### config.mk
export PLATFORM = sky130hd
export DESIGN_NAME = frame_update_sched
export DESIGN_NICKNAME = d
export VERILOG_FILES = /design/src/rtl/frame_sched_pkg.sv /design/src/rtl/frame_event_det.sv /design/src/rtl/frame_update_sched.sv
export SDC_FILE = /design/constraint.sdc
export NUM_CORES = 1
export LEC_CHECK = 0
export ABC_AREA = 1
export CAP_MARGIN = 40
export CORE_MARGIN = 2
export CORE_UTILIZATION = 65
export DETAILED_ROUTE_END_ITERATION = 12
export DONT_BUFFER_PORTS = 1
export HOLD_SLACK_MARGIN = 0.03
export MAX_ROUTING_LAYER = met4
export PLACE_DENSITY = 0.92
export SLEW_MARGIN = 20
export SYNTH_ARGS = -nofsm -noshare
export SYNTH_HDL_FRONTEND = slang
export SYNTH_SLANG_ARGS = --single-unit
### constraint.sdc
create_clock -name clk -period 2.2 [get_ports clk]
set_input_delay 0.55 -clock clk [delete_from_list [all_inputs] [get_ports clk]]
set_output_delay 0.55 -clock clk [all_outputs]
set_load 0.1 [all_outputs]
### src/rtl/frame_sched_pkg.sv
// frame_sched_pkg: shared constants for the per-frame object update scheduler.
// Holds the state encoding, client slot names and default sizing used by
// frame_update_sched and frame_event_det.
package frame_sched_pkg;

  localparam logic [1:0] S_IDLE    = 2'd0;
  localparam logic [1:0] S_GRANT   = 2'd1;
  localparam logic [1:0] S_ADVANCE = 2'd2;
  localparam logic [1:0] S_COMMIT  = 2'd3;

  typedef enum logic [1:0] {
    ST_IDLE    = S_IDLE,
    ST_GRANT   = S_GRANT,
    ST_ADVANCE = S_ADVANCE,
    ST_COMMIT  = S_COMMIT
  } sched_state_e;

  // Client slots in grant order: lower index is granted first.
  localparam int CL_BLUE   = 0;
  localparam int CL_SLIM   = 1;
  localparam int CL_SNOWF  = 2;
  localparam int CL_GROUND = 3;

  localparam int DEF_N_CLIENTS = 4;
  localparam int DEF_TIMEOUT   = 4096;
  localparam int TIMER_W       = 13;

endpackage

### src/rtl/frame_event_det.sv
// frame_event_det: detects the transition of vs into its active level and
// divides those frame events by FRAME_DIV. fev marks every frame start,
// fire marks only the frame starts on which an update sequence should run.
module frame_event_det #(
  parameter int   FRAME_DIV = 1,
  parameter logic VS_ACTIVE = 1'b0
) (
  input  logic clk,
  input  logic rstn,
  input  logic vs,
  output logic fev,
  output logic fire
);

  localparam logic [7:0] DIV_LAST = 8'(FRAME_DIV - 1);

  logic       vs_q_r;
  logic [7:0] div_r;

  assign fev  = (vs == VS_ACTIVE) && (vs_q_r != VS_ACTIVE);
  assign fire = fev && (div_r == DIV_LAST);

  // Remember last vs level and count frame events toward the next firing one.
  always_ff @(posedge clk) begin
    if (!rstn) begin
      vs_q_r <= ~VS_ACTIVE;
      div_r  <= 8'd0;
    end else begin
      vs_q_r <= vs;
      if (fev) begin
        if (div_r == DIV_LAST) begin
          div_r <= 8'd0;
        end else begin
          div_r <= div_r + 8'd1;
        end
      end
    end
  end

endmodule

### src/rtl/frame_update_sched.sv
// frame_update_sched: on each (divided) frame start, grants the enabled
// update engines one at a time in index order, then pulses commit so the
// shadow coordinates are copied to the display registers.
// Optional feature macro FRAME_SCHED_TIMEOUT_EN: adds a per-grant timer that
// closes a grant after TIMEOUT cycles without done and flags timeout_err.
module frame_update_sched
  import frame_sched_pkg::*;
#(
  parameter int   N_CLIENTS = DEF_N_CLIENTS,
  parameter int   FRAME_DIV = 1,
  parameter int   TIMEOUT   = DEF_TIMEOUT,
  parameter logic VS_ACTIVE = 1'b0
) (
  input  logic                 clk,
  input  logic                 rstn,
  input  logic                 vs,
  input  logic                 pause,
  input  logic [N_CLIENTS-1:0] client_en,
  input  logic [N_CLIENTS-1:0] upd_done,
  input  logic                 err_clr,
  output logic [N_CLIENTS-1:0] upd_go,
  output logic                 commit,
  output logic                 busy,
  output logic [N_CLIENTS-1:0] timeout_err,
  output logic                 overrun,
  output logic [15:0]          frame_cnt
);

  localparam int IDX_W = (N_CLIENTS > 1) ? $clog2(N_CLIENTS) : 1;

  sched_state_e         state_r;
  logic [N_CLIENTS-1:0] en_q_r;
  logic [IDX_W-1:0]     idx_r;

  logic                 fev_s;
  logic                 fire_s;
  logic                 done_s;
  logic                 tmo_s;
  logic [N_CLIENTS-1:0] above_s;
  logic [IDX_W:0]       first_s;
  logic [IDX_W:0]       next_s;
  logic [N_CLIENTS-1:0] err_set_s;

  // Lowest set bit of mask as {valid, index}; the downward scan leaves the lowest one.
  function automatic logic [IDX_W:0] pick_lowest(input logic [N_CLIENTS-1:0] mask);
    logic [IDX_W:0] r;
    r = '0;
    for (int i = N_CLIENTS - 1; i >= 0; i--) begin
      r = mask[i] ? {1'b1, IDX_W'(i)} : r;
    end
    return r;
  endfunction

  function automatic logic [N_CLIENTS-1:0] onehot(input logic [IDX_W-1:0] idx);
    logic [N_CLIENTS-1:0] v;
    v      = '0;
    v[idx] = 1'b1;
    return v;
  endfunction

  frame_event_det #(
    .FRAME_DIV (FRAME_DIV),
    .VS_ACTIVE (VS_ACTIVE)
  ) u_event (
    .clk  (clk),
    .rstn (rstn),
    .vs   (vs),
    .fev  (fev_s),
    .fire (fire_s)
  );

  // Latched clients strictly above the one just served; feeds the advance step.
  always_comb begin
    above_s = '0;
    for (int i = 0; i < N_CLIENTS; i++) begin
      above_s[i] = en_q_r[i] && (IDX_W'(i) > idx_r);
    end
  end

  assign first_s   = pick_lowest(client_en);
  assign next_s    = pick_lowest(above_s);
  assign done_s    = upd_done[idx_r];
  assign err_set_s = ((state_r == ST_GRANT) && tmo_s && !done_s) ? onehot(idx_r) : '0;

`ifdef FRAME_SCHED_TIMEOUT_EN
  localparam logic [TIMER_W-1:0] TMO_LAST = TIMER_W'(TIMEOUT - 1);
  logic [TIMER_W-1:0] timer_r;

  assign tmo_s = (timer_r == TMO_LAST);

  // Grant timer: held at zero outside GRANT so each grant counts from zero.
  always_ff @(posedge clk) begin
    if (!rstn) begin
      timer_r <= '0;
    end else if (state_r != ST_GRANT) begin
      timer_r <= '0;
    end else begin
      timer_r <= timer_r + TIMER_W'(1);
    end
  end
`else
  assign tmo_s = 1'b0;
`endif

  // Sequencer: walk the latched enable mask one grant at a time, then commit.
  always_ff @(posedge clk) begin
    if (!rstn) begin
      state_r   <= ST_IDLE;
      en_q_r    <= '0;
      idx_r     <= '0;
      upd_go    <= '0;
      commit    <= 1'b0;
      busy      <= 1'b0;
      frame_cnt <= 16'd0;
    end else begin
      commit <= 1'b0;
      case (state_r)
        ST_IDLE: begin
          if (fire_s && !pause) begin
            en_q_r <= client_en;
            busy   <= 1'b1;
            if (first_s[IDX_W]) begin
              idx_r   <= first_s[IDX_W-1:0];
              upd_go  <= onehot(first_s[IDX_W-1:0]);
              state_r <= ST_GRANT;
            end else begin
              // Empty mask: pass through the idle advance slot, which finds
              // nothing further and moves on to commit.
              state_r <= ST_ADVANCE;
            end
          end
        end
        ST_GRANT: begin
          if (done_s || tmo_s) begin
            upd_go  <= '0;
            state_r <= ST_ADVANCE;
          end
        end
        ST_ADVANCE: begin
          if (next_s[IDX_W]) begin
            idx_r   <= next_s[IDX_W-1:0];
            upd_go  <= onehot(next_s[IDX_W-1:0]);
            state_r <= ST_GRANT;
          end else begin
            commit  <= 1'b1;
            state_r <= ST_COMMIT;
          end
        end
        ST_COMMIT: begin
          busy      <= 1'b0;
          frame_cnt <= frame_cnt + 16'd1;
          state_r   <= ST_IDLE;
        end
        default: begin
          upd_go  <= '0;
          busy    <= 1'b0;
          state_r <= ST_IDLE;
        end
      endcase
    end
  end

  // Sticky error flags; a new error in the same cycle as err_clr stays set.
  always_ff @(posedge clk) begin
    if (!rstn) begin
      overrun     <= 1'b0;
      timeout_err <= '0;
    end else begin
      if (fev_s && (state_r != ST_IDLE)) begin
        overrun <= 1'b1;
      end else if (err_clr) begin
        overrun <= 1'b0;
      end
      timeout_err <= (err_clr ? '0 : timeout_err) | err_set_s;
    end
  end

endmodule
## After elaboration in Yosys (flattened, before gate mapping)

Cells that the tools add are included.

| storage, ports and cells | value |
|---|---|
| input bits | 13 |
| latch bits | 0 |
| bits in read-only memories | 0 |
| output and inout bits | 27 |
| memories kept | 0 |
| memory bits (writable) | 0 |
| register bits | 40 |
| word-level logic and storage cells | 87 |

| operators by class | value |
|---|---|
| bitwise logic cells | 1 |
| divide/modulo/power cells | 0 |
| mux-type cells | 34 |
| shift operators | 0 |
| multipliers | 0 |
| add/sub/neg operators | 2 |
| reduce and logical (&&, ||, !) cells | 24 |
| equality and inequality tests | 7 |
| magnitude comparators | 9 |

Operators by type and width:

| kind | count |
|---|---|
| 2-to-1 mux 3 bit | 8 |
| adder 16 x 1 -> 16 bit, second input constant | 1 |
| 2-to-1 mux 4 bit | 4 |
| 2-to-1 mux 2 bit | 7 |
| one-hot mux 4 bit (3 select lines) | 1 |
| logical AND 1 bit | 10 |
| < comparator 2 x 3 -> 1 bit, second input constant | 3 |
| adder 8 x 1 -> 8 bit, second input constant | 1 |
| logical NOT 8 bit | 1 |
| 2-to-1 mux 8 bit | 1 |
| inequality test 2 bit, second input constant | 4 |
| one-hot mux 2 bit (4 select lines) | 1 |
| AND reduction 2 bit | 4 |
| nonzero test 2 bit | 4 |
| 2-to-1 mux 1 bit | 7 |
| AND reduction 5 bit | 1 |
| demux 1 bit (select 2 bit) | 2 |
| equality test 2 bit, second input constant | 2 |
| greater-or-equal comparator 2 x 1 -> 1 bit, second input constant | 2 |
| > comparator 1 x 2 -> 1 bit, first input constant | 2 |
| > comparator 2 bit, first input constant | 2 |
| one-hot mux 2 bit (2 select lines) | 1 |
| AND reduction 4 bit | 1 |
| nonzero test 3 bit | 1 |
| other kinds (6) | 6 |

## Depth between registers and ports, before layout

| logic depth | value |
|---|---|
| depth after elaboration | 12 |
| gate-level depth with buffers | 10 |
| mapped depth without buffers | 10 |

## Modules after synthesis

From an unflattened synthesis, not the netlist that was laid out.

| second synthesis, totals | value |
|---|---|
| cell total of the unflattened synthesis | 333 |
| area total of the unflattened synthesis | 2,238.4 µm² |

Modules (own cells, without submodules):

| module | cells an instance | area an instance (µm²) | seq. area each (µm²) | instances |
|---|---|---|---|---|
| frame_update_sched | 266 | 1,778.0 | 600.6 | 1 |
| frame_event_det | 67 | 460.4 | 180.2 | 1 |

## Worst setup path after synthesis

No wires, ideal clock.

| timing path | value |
|---|---|
| path type | register to register |
| from | register frame_cnt[0] |
| to | register frame_cnt[12] |
| slack | 0.090 ns |
| arrival | 2.024 ns |
| data required time | 2.114 ns |
| stages on the path, launching flop included | 8 |
| library setup time | 0.086 ns |
| path buffers | 0 |
| period minus slack after synthesis | 2.110 ns |
| cells stage by stage | dfxtp_1 ha_1 nand3_2 nor2_2 nand2_2 nor2_4 nand2_1 a211oi_1 |

| between the ends | value |
|---|---|
| word-level cells in the longest chain between the ends | 1 |

Ends and longest elaborated chain:

| item | RTL line | RTL |
|---|---|---|
| from (decl) | frame_update_sched.sv:26 | `output logic [15:0] frame_cnt` |
| from (signal assigned) | frame_update_sched.sv:151 | `frame_cnt <= frame_cnt + 16'd1;` |
| adder 16 x 1 -> 16 bit | frame_update_sched.sv:151 |  |

No other way between the ends.
A chain may end at the register's enable or synchronous reset.

## Worst setup path in the final report

| timing path | value |
|---|---|
| from | register state_r[0] |
| to | register upd_go[3] |

| between the ends | value |
|---|---|
| word-level cells in the longest chain between the ends | 3 |

Ends and longest elaborated chain:

| item | RTL line | RTL |
|---|---|---|
| from (decl) | frame_update_sched.sv:31 | `sched_state_e state_r;` |
| from (signal assigned) | frame_update_sched.sv:108 | `state_r <= ST_IDLE;` |
| from (signal assigned) | frame_update_sched.sv:125 | `state_r <= ST_GRANT;` |
| from (signal assigned) | frame_update_sched.sv:129 | `state_r <= ST_ADVANCE;` |
| equality test 2 bit, or another cell as far along | frame_update_sched.sv:117 | `case (state_r)` |
| inequality test 2 bit (no source line) / nonzero test 3 bit (equally long branches) | n/a |  |
| AND reduction 5 bit (no source line) | n/a |  |
| to (signal assigned) | frame_update_sched.sv:124 | `upd_go <= onehot(first_s[IDX_W-1:0]);` |
| to (signal assigned) | frame_update_sched.sv:142 | `upd_go <= onehot(next_s[IDX_W-1:0]);` |
| to (decl) | frame_update_sched.sv:21 | `output logic [N_CLIENTS-1:0] upd_go,` |

Several ways; a longest one is shown, not always the timed one.

==> qor.yml <==
status: "completed"
antenna_found_initial: 0
path_class: "reg -> reg"
leakage_nw: 1.016
mostFrequentLayoutCells: "nand2_1 (66), nor2_1 (52), inv_1 (43)"
grt_pass1_vias: 1817
drt_iter0_markers: 126
rows: 20
ir_drop_mv: 0.8506
layout-drive-gt1-share_pct: 15.32
path_buf_inv: 1
slew_viol_final: 0
gp_congestion: 0.9416
critPathMaxFanout: 9
synth_warnings: 0
crit_family: "simple AND/OR/NAND/NOR gates"
cts_max_level: 2
viasPerCell: 5.247
dp_hpwl_mm: 3.398
die_h_um: 60.51
drtPass1Iterations: 4
clock_latency_ps: 370
timing.final.ws_setup_ps: 535.3
cts_tree: "done"
cts_buffers: 5
drc: 0
ioPinCount: 40
ys_seq_elements: 39
fin_skew_ps: 8.206
finalCritPeriodShare_pct: 75.67
crit_slowest_cell: "dfxtp_1"
rsz0062_at_grt: "false"
dieArea_um2: 3661
power_density_nw_per_um2: 963.2
finalSetupViolations: 0
diodes: 0
final_common_cell: "nand2_1"
drt-wirelength-per-cell_um: 11.76
post-cts-setup-buffers: 0
endpoint_kind: "register"
netlist_area_um2: 2076
cts_sinks: 39
tns_ps: 0
start_util_pct: 67.99
syn_inst: 307
cts_max_path_buffers: 2
crit_arrival_ps: 1930
area_delta_synth_final_pct: 11.93
overflow: 0
ys_seq_area_share_pct: 37.61
avgSynthCellArea_um2: 6.761
holdBufCountCts: 0
worstPathCellList: "inv_1 > ha_1 > nand2_1 > nor2_1 > nor2_1 > nand3_2 > nor2_1 > nor2_1"
clk_pin_slew_worst_paths_ps: 110
grt.total_usage_pct: 27.37
post-place-ws_ps: 574.5
core_um2: 3053
crit_top_cell: "nor2_1"
fmax_ghz: 0.6007
worstPathRequired_ps: 2470
start_kind: "register"
cap_viol_max_count: 0
max_stage_delay_ps: 420
clockRootBuffer: "clkbuf_4"
io_buffers: 0
drt-total-wl_mm: 4.435
hold_violations: 0
dr_total_vias: 1978
period_needed_ps: 1665
final_antenna_net_count: 0
fin_nets: 353
nFillCells: 249
grt_max_degree: 27
fp.dieW_um: 60.51
cts.repair.resized: 0
yosysUniqueCellTypes: 30
hold_class: "in -> reg"
grt_pass1_wl_mm: 7.265
[registers in the layout, indices dropped and copies added (netlist names)]
| register | flops |
|---|---|
| idx_r | 2 |
| state_r | 2 |
| overrun | 1 |
| u_event.vs_q_r | 1 |
| u_event.div_r | 8 |
| busy | 1 |
| en_q_r | 3 |
| frame_cnt | 16 |
| commit | 1 |
| upd_go | 4 |
[per-layer routing]
layer | routed length, um | GRT usage, % | vias up
met3 | 245 | 7.463 | 13
li1 | - | - | 1003
met4 | 123 | 13.66 | 0
met5 | 0 | - | -
met2 | 2216 | 45.65 | 65
met1 | 1848 | 29.99 | 897
[worst reg2reg max path: stages (launching register included)]
cell and delay [ps]:
dfxtp_1 420, inv_1 110, ha_1 310, nand2_1 100, nor2_1 60, nor2_1 170, nand3_2 190, nor2_1 160
nor2_1 60
[per-stage QoR]
step           util (%)  instances  cell area [um2]  hold slack (ps)  total power [mW]
2_1_floorplan         -        310             2087            423.7             1.692
3_3_place_gp      74.34        369             2270            440.4             1.845
3_5_place_dp      74.34        369             2270            451.8             1.868
4_1_cts           76.11        377             2323            242.3             2.237
5_1_grt           76.11        377             2323            233.0             2.379
6_report          76.11        377             2323            252.1             2.238
[area by class of cell]
| class | count | area, um2 | share of cell area, % |
|---|---|---|---|
| clock buffer | 6 | 41.29 | 1.777 |
| clock inverter | 2 | 12.51 | 0.5385 |
| inverter | 47 | 176.4 | 7.593 |
| multi-input combinational | 216 | 1085 | 46.69 |
| sequential | 39 | 780.7 | 33.60 |
| tap | 44 | 55.05 | 2.369 |
| timing repair buffer | 23 | 172.7 | 7.431 |
[report_power, final]
part	internal [mW]	total, mW	switching [mW]
sequential	0.790	0.839	0.0497
combinational	0.253	1.03	0.775
clock	0.123	0.370	0.247
[cell families after synthesis]
logic type,after synthesis,synth area share [%]
buffers and inverters,55,10.67
adder cells (fa/ha/maj),8,4.822
other,1,0.1807
flip-flops,39,37.61
AO/OA/AOI/OAI,40,10.43
AND/OR/NAND/NOR,162,35.44
XOR/XNOR,2,0.8440
[path summary, 6_finish.rpt]
kind | startpoint | to | slack, ps | depth (start not counted)
max reg2reg | state_r[0] | upd_go[3] | 540 | 8
min reg2reg | en_q_r[2] | en_q_r[2] | 460 | 2
max | state_r[0] | upd_go[3] | 540 | 8
min | rstn | u_event.vs_q_r | 250 | 1
[cells in the mapped netlist]
cell,n,share of area (%)
ha_1,8,4.8
inv_1,43,7.8
dfxtp_1,39,38
nor3b_1,4,1.4
nand2_2,5,1.5
o21ai_1,1,0.24
a31o_2,1,0.42
nor2_1,52,9.4
nand3_2,3,1.4
o21ai_0,18,4.3
nand4_1,3,0.90
xnor2_1,1,0.42
nor2_2,4,1.2
o21ai_2,1,0.42
nor2_4,2,1.1
nor3b_2,1,0.60
inv_2,2,0.36
xor2_1,1,0.42
nand3_1,12,2.9
nor3_1,8,1.9
a21oi_1,16,3.9
buf_4,4,1.4
nor3_2,1,0.48
nand2_1,66,12
nand4_2,1,0.60
conb_1,1,0.18
clkbuf_1,4,0.72
clkinv_1,2,0.36
o32ai_1,1,0.42
a211oi_1,2,0.72
Note: power is estimated with default switching activity, not from simulation.
